### src/rtl/write_back_pkg.sv
// Shared types and constants for the write-back stage.
// Optional feature macro: WRITE_UPPER_EN (adds the UPPER state for
// two-register multiply/divide results).
package write_back_pkg;

    localparam int NUM_REGS = 32;

    typedef logic [4:0]                regind_t;
    typedef logic [31:0]               regval_t;
    typedef regval_t [NUM_REGS-1:0]    regfile_t;

    // Register whose top nibble holds {carry, negative, overflow, zero}.
    localparam regind_t FLAGS_INDEX = 5'd30;

`ifdef WRITE_UPPER_EN
    typedef enum logic [1:0] {
        IDLE  = 2'd0,
        UPPER = 2'd1,
        STORE = 2'd2
    } write_state_t;
`else
    typedef enum logic [1:0] {
        IDLE  = 2'd0,
        STORE = 2'd2
    } write_state_t;
`endif

endpackage

### src/rtl/write_store_port.sv
// Store handshake: latches address/data at start and holds the request
// stable until memory signals ready.
module write_store_port
    import write_back_pkg::*;
(
    input  logic    clock,
    input  logic    reset,
    input  logic    start,
    input  regval_t base,
    input  regval_t offset,
    input  regval_t data,
    input  logic    mem_ready,
    output logic    mem_write,
    output regval_t mem_address,
    output regval_t mem_data,
    output logic    done
);

    logic    mem_write_reg;
    regval_t mem_address_reg;
    regval_t mem_data_reg;

    // The request completes in any cycle it is outstanding and memory is ready,
    // including the first one.
    assign done = mem_write_reg && mem_ready;

    // Launch a request on start, keep it stable, retire it on acceptance.
    always_ff @(posedge clock or posedge reset) begin
        if (reset) begin
            mem_write_reg   <= 1'b0;
            mem_address_reg <= '0;
            mem_data_reg    <= '0;
        end else if (start) begin
            mem_write_reg   <= 1'b1;
            mem_address_reg <= base + offset;
            mem_data_reg    <= data;
        end else if (done) begin
            mem_write_reg   <= 1'b0;
        end
    end

    assign mem_write   = mem_write_reg;
    assign mem_address = mem_address_reg;
    assign mem_data    = mem_data_reg;

endmodule

### src/rtl/write_back.sv
// Write-back stage: register file, flags update, optional upper-half write
// and store issue. Optional feature macro: WRITE_UPPER_EN.
module write_back
    import write_back_pkg::*;
(
    input  logic        clock,
    input  logic        reset,
    input  logic        is_valid,
    output logic        hold,
    input  logic [31:0] pc,
    input  logic [4:0]  target_register,
    input  logic        is_writing_memory,
    input  logic [3:0]  flags,
    input  logic [31:0] target_value,
    input  logic        has_upper_value,
    input  logic [31:0] upper_value,
    input  logic [31:0] adjustment_value,
    input  logic        has_flushed,
    output regfile_t    registers,
    output logic        mem_write,
    output logic [31:0] mem_address,
    output logic [31:0] mem_data,
    input  logic        mem_ready,
    output logic        retired,
    output logic [31:0] retired_pc
);

    write_state_t state_reg, state_next;

    logic        accept;
    logic        commit;
    logic        lo_en;
    logic        flags_en;
    logic        hi_en;
    regind_t     hi_idx;
    regval_t     hi_val;
    logic        store_start;
    logic        store_done;
    logic        retire_now;
    logic [31:0] retire_pc_now;

    logic [31:0] cap_pc_reg;
`ifdef WRITE_UPPER_EN
    regind_t     cap_index_reg;
    regval_t     cap_upper_reg;
`else
    // Upper result is not used when the UPPER path is compiled out.
    logic        unused_upper;
    assign unused_upper = ^{has_upper_value, upper_value};
`endif

    assign hold = (state_reg != IDLE) && is_valid;

    // Next-state and write-enable decode.
    always_comb begin
        state_next    = state_reg;
        accept        = is_valid && (state_reg == IDLE);
        commit        = accept && !has_flushed;
        lo_en         = commit && !is_writing_memory;
        flags_en      = lo_en;
        store_start   = commit && is_writing_memory;
        hi_en         = 1'b0;
        hi_idx        = '0;
        hi_val        = '0;
        retire_now    = 1'b0;
        retire_pc_now = pc;
        case (state_reg)
            IDLE: begin
                if (store_start) begin
                    state_next = STORE;
`ifdef WRITE_UPPER_EN
                end else if (lo_en && has_upper_value) begin
                    state_next = UPPER;
`endif
                end else if (lo_en) begin
                    retire_now = 1'b1;
                end
            end
`ifdef WRITE_UPPER_EN
            UPPER: begin
                hi_en         = 1'b1;
                hi_idx        = cap_index_reg + 5'd1;
                hi_val        = cap_upper_reg;
                retire_now    = 1'b1;
                retire_pc_now = cap_pc_reg;
                state_next    = IDLE;
            end
`endif
            STORE: begin
                if (store_done) begin
                    retire_now    = 1'b1;
                    retire_pc_now = cap_pc_reg;
                    state_next    = IDLE;
                end
            end
            default: state_next = IDLE;
        endcase
    end

    // State register.
    always_ff @(posedge clock or posedge reset) begin
        if (reset) begin
            state_reg <= IDLE;
        end else begin
            state_reg <= state_next;
        end
    end

    // Instruction fields captured at acceptance for the multi-cycle paths.
    always_ff @(posedge clock or posedge reset) begin
        if (reset) begin
            cap_pc_reg    <= '0;
`ifdef WRITE_UPPER_EN
            cap_index_reg <= '0;
            cap_upper_reg <= '0;
`endif
        end else if (accept) begin
            cap_pc_reg    <= pc;
`ifdef WRITE_UPPER_EN
            cap_index_reg <= target_register;
            cap_upper_reg <= upper_value;
`endif
        end
    end

    // One-cycle retire pulse; retired_pc keeps the last retired pc.
    always_ff @(posedge clock or posedge reset) begin
        if (reset) begin
            retired    <= 1'b0;
            retired_pc <= '0;
        end else begin
            retired <= retire_now;
            if (retire_now) begin
                retired_pc <= retire_pc_now;
            end
        end
    end

    // Register file: r0 is hard-wired zero; a direct write to the flags
    // register takes priority over the flags nibble update.
    genvar gi;
    generate
        for (gi = 0; gi < NUM_REGS; gi++) begin : g_reg
            if (gi == 0) begin : g_zero
                assign registers[gi] = '0;
            end else begin : g_live
                regval_t value_reg;
                // Per-register write: low result, upper result, then flags.
                always_ff @(posedge clock or posedge reset) begin
                    if (reset) begin
                        value_reg <= '0;
                    end else if (lo_en && (target_register == regind_t'(gi))) begin
                        value_reg <= target_value;
                    end else if (hi_en && (hi_idx == regind_t'(gi))) begin
                        value_reg <= hi_val;
                    end else if (flags_en && (regind_t'(gi) == FLAGS_INDEX)) begin
                        value_reg[31:28] <= flags;
                    end
                end
                assign registers[gi] = value_reg;
            end
        end
    endgenerate

    write_store_port u_store (
        .clock       (clock),
        .reset       (reset),
        .start       (store_start),
        .base        (target_value),
        .offset      (adjustment_value),
        .data        (registers[target_register]),
        .mem_ready   (mem_ready),
        .mem_write   (mem_write),
        .mem_address (mem_address),
        .mem_data    (mem_data),
        .done        (store_done)
    );

endmodule

### config.mk
export PLATFORM = sky130hd
export DESIGN_NAME = write_back
export DESIGN_NICKNAME = d
export VERILOG_FILES = /design/src/rtl/write_back_pkg.sv /design/src/rtl/write_store_port.sv /design/src/rtl/write_back.sv
export SDC_FILE = /design/constraint.sdc
export NUM_CORES = 2
export LEC_CHECK = 0
export BUFFER_PORTS_ARGS = -buffer_cell sky130_fd_sc_hd__buf_2
export CAP_MARGIN = 10
export CORE_AREA = 2 2 500 502
export CTS_CLUSTER_DIAMETER = 80
export DETAILED_ROUTE_END_ITERATION = 6
export DIE_AREA = 0 0 502 504
export PLACE_DENSITY = 0.35
export SKIP_CTS_REPAIR_TIMING = 1
export SKIP_LAST_GASP = 1
export SYNTH_ARGS = -nofsm -noshare
export SYNTH_HDL_FRONTEND = slang
export SYNTH_SLANG_ARGS = --single-unit
### constraint.sdc
create_clock -name clock -period 51.4 [get_ports clock]
set_input_delay 5.14 -clock clock [delete_from_list [all_inputs] [get_ports clock]]
set_output_delay 5.14 -clock clock [all_outputs]
set_load 0.01 [all_outputs]
==> flow_summary.json <==
{
  "track_usage": 0.209,
  "largest_reg_flops": 992,
  "synth_compound_area_frac": 0.0336,
  "reg2regPathDepth": 8,
  "drc_errors": 0,
  "worstPathRequired_ns": 46.26,
  "r2r-end": "g_reg[8].g_live.value_reg[13]$_DFFE_PP0P_",
  "synth-xor-area-share": 0.00352,
  "min_path_type": "reg -> reg",
  "start_util": 0.211,
  "grt_pass1_wl_mm": 363,
  "area_growth_syn_to_layout_pct": 27.6,
  "num-fill-cells": 25800,
  "fmaxAchievable_mhz": 91.9,
  "overflow": 0,
  "first_pass_iters": 7,
  "setup_viol": 0,
  "drt_iter0_markers": 2467,
  "critPathCaptureType": "output pin",
  "h-tree-depth": 4,
  "clk_transition_reported_paths_ns": 0.05,
  "wl_mm": 271,
  "leakage_nw": 34.1,
  "ios": 1267,
  "portBuffers": 1201,
  "grt_max_degree": 156,
  "rsz0062_at_grt": "no",
  "vias": 37000,
  "synth_ff_type": "dfrtp_1",
  "ir_drop_v": 0.0000252,
  "synth_edf_count": 0,
  "dieWidth_um": 502,
  "dp_hpwl_mm": 197,
  "synth_top_family_by_area": "multiplexers",
  "slew_viol_final": 0,
  "finalHoldViolCount": 0,
  "die-area_um2": 253000,
  "grt_pass1_vias": 38000,
  "nets": 4830,
  "core_area_um2": 248000,
  "avgSynthCellArea_um2": 14.8,
  "whs_ns": 0.469,
  "finalCritPeriodShare": 0.212,
  "clock_latency_ns": 0.81,
  "reg2reg_slack_ns": 47.47,
  "cts_buffer_depth": 3,
  "tightest_slew_ns": 1.11,
  "synthTopCellsByArea": "dfrtp_1 54%, mux2_2 21%, mux4_2 12%, nand2_1 1.7%, buf_4 1.3%",
  "cp.arrival_ns": 5.74,
  "finalClockSkew_ns": 0.0463,
  "wl_per_cell_um": 33.4,
  "ys_types": 60,
  "synth-seq-cells": 1123,
  "finalSetupTns_ns": 0,
  "placement_rows": 183,
  "status": "complete, no violations",
  "synth_warnings": 0,
  "synth-simple-area-share": 0.0320,
  "antenna_found_initial": 24,
  "clkSinkCount": 1123,
  "syn_area_um2": 52200,
  "reg2reg_from": "state_reg[1]$_DFFE_PP0P_",
  "finalCriticalPeriod_ns": 10.88,
  "cp-start-kind": "input port",
  "drive_gt1_frac": 0.590,
  "final_core_util": 0.269,
  "synthCells": 3539,
  "die_h_um": 504,
  "synth_top_area_frac": 0.538,
  "synth-seq-area-share": 0.538,
  "synthArstFlopShare": 1.00,
  "worst_slew_margin_rel": 0.260,
  "ant_nets": 0,
  "layout.cells.most_common_list": "1,196 x buf_2, 1,123 x dfrtp_1, 974 x mux2_2, 273 x mux4_2, 225 x nand2_1",
  "layout.cells.most_common": "buf_2",
  "cts_root_buffer": "clkbuf_16",
  "place_congestion": 0.810,
  "yosys.area_share.adder": 0.00781,
  "crit_end": "hold",
  "yosys.area.top_type": "dfrtp_1",
  "vias_per_cell": 4.57,
  "crit_type": "in -> out",
  "cts_buffers": 151,
  "power_w": 0.00267,
  "crit_path_start": "is_valid",
  "synthMuxAreaShare": 0.349,
  "drv_cap": 0,
  "powerDensity_nw_per_um2": 40.0,
  "path_max_fanout": 2,
  "cts_tree": "built"
}
==> synth_stat cells, drive strengths merged (2+ instances only) <==
library cell  count
nand3b            4
and2              9
a31oi             9
a21boi            4
o22ai             3
a211oi            9
clkbuf          161
o211ai            3
nand4             8
xor2             10
o21a              3
dfrtp          1123
nand2b            7
o221ai            3
a221oi           13
and3              6
o21ai           100
a21oi            54
a211o             3
a22oi             9
or4               2
mux2           1022
xnor2            11
nor3b             2
nor3             13
a221o             2
o31ai            13
nor2b            15
mux4            273
o311ai            2
o21bai            5
buf             191
nor4              2
nand2           237
nand3            18
a21o             15
mux2i            56
o2111ai           2
or3               4
ha               31
inv              11
a22o             23
nor2             42
==> logic make-up (layout without fill, tap and decap cells) <==
| kind of cell | Yosys count | after routing |
|---|---|---|
| AO/OA/AOI/OAI | 278 | 278 |
| buffers and inverters | 363 | 1561 |
| multiplexers | 1351 | 1351 |
| other | 1 | 47 |
| adder cells (fa/ha/maj) | 32 | 32 |
| XOR/XNOR | 21 | 21 |
| flip-flops | 1123 | 1123 |
| AND/OR/NAND/NOR | 370 | 370 |
==> metrics by stage <==
step | setup slack [ns] | std cells | instance area, um2
after floorplan | 14.64 | 3570 | 52400
after global placement | 40.51 | 7831 | 61600
after global routing | 40.53 | 8099 | 66600
after detailed placement | 40.50 | 7831 | 61600
final | 40.52 | 8113 | 66700
after CTS | 40.50 | 8098 | 66600
==> how the worst min path moves through the flow <==
stage,cells past startpoint,end,slack (ns),startpoint
6_report,2,retired_pc[17]$_DFFE_PP0P_,0.47,cap_pc_reg[17]$_DFFE_PP0P_
5_1_grt,2,retired_pc[26]$_DFFE_PP0P_,0.49,cap_pc_reg[26]$_DFFE_PP0P_
4_1_cts,2,retired_pc[26]$_DFFE_PP0P_,0.47,cap_pc_reg[26]$_DFFE_PP0P_
3_5_place_dp,2,retired_pc[6]$_DFFE_PP0P_,0.46,cap_pc_reg[6]$_DFFE_PP0P_
3_3_place_gp,2,retired_pc[20]$_DFFE_PP0P_,0.45,cap_pc_reg[20]$_DFFE_PP0P_
2_1_floorplan,2,retired_pc[0]$_DFFE_PP0P_,0.44,cap_pc_reg[0]$_DFFE_PP0P_
==> metal layers <==
metal / up-vias / part of all wire / wire [um] / GRT usage
met1: 20200 / 0.42 / 114000 / 0.268
met3: 278 / 0.083 / 22400 / 0.0686
met5: - / 0 / 0 / 0
li1: 15300 / - / - / -
met2: 1350 / 0.47 / 127000 / 0.335
met4: 0 / 0.027 / 7390 / 0.0560
==> layout make-up <==
type | instances | area, um2 | area share
flip-flops and latches | 1123 | 28100 | 0.422
multi-input cells | 2084 | 22500 | 0.338
clock buffers | 217 | 4370 | 0.0655
diodes | 15 | 37.5 | 0.000563
clock inverters | 50 | 692 | 0.0104
inverters | 11 | 48.8 | 0.000732
well taps | 3330 | 4170 | 0.0625
repair buffers | 1283 | 6720 | 0.101
==> where the power goes <==
part	switching, W	total, W	internal [W]	leakage, nW
clock	0.000449	0.00108	0.000635	2.49
sequential	0.0000870	0.00108	0.000997	15.3
combinational	0.000302	0.000502	0.000200	16.3
==> worst max-delay path, cell delays in order <==
cell and delay (ns):
buf_2 0.09, and2_1 0.30, buf_2 0.20
Power figures use the tool's default switching activity.
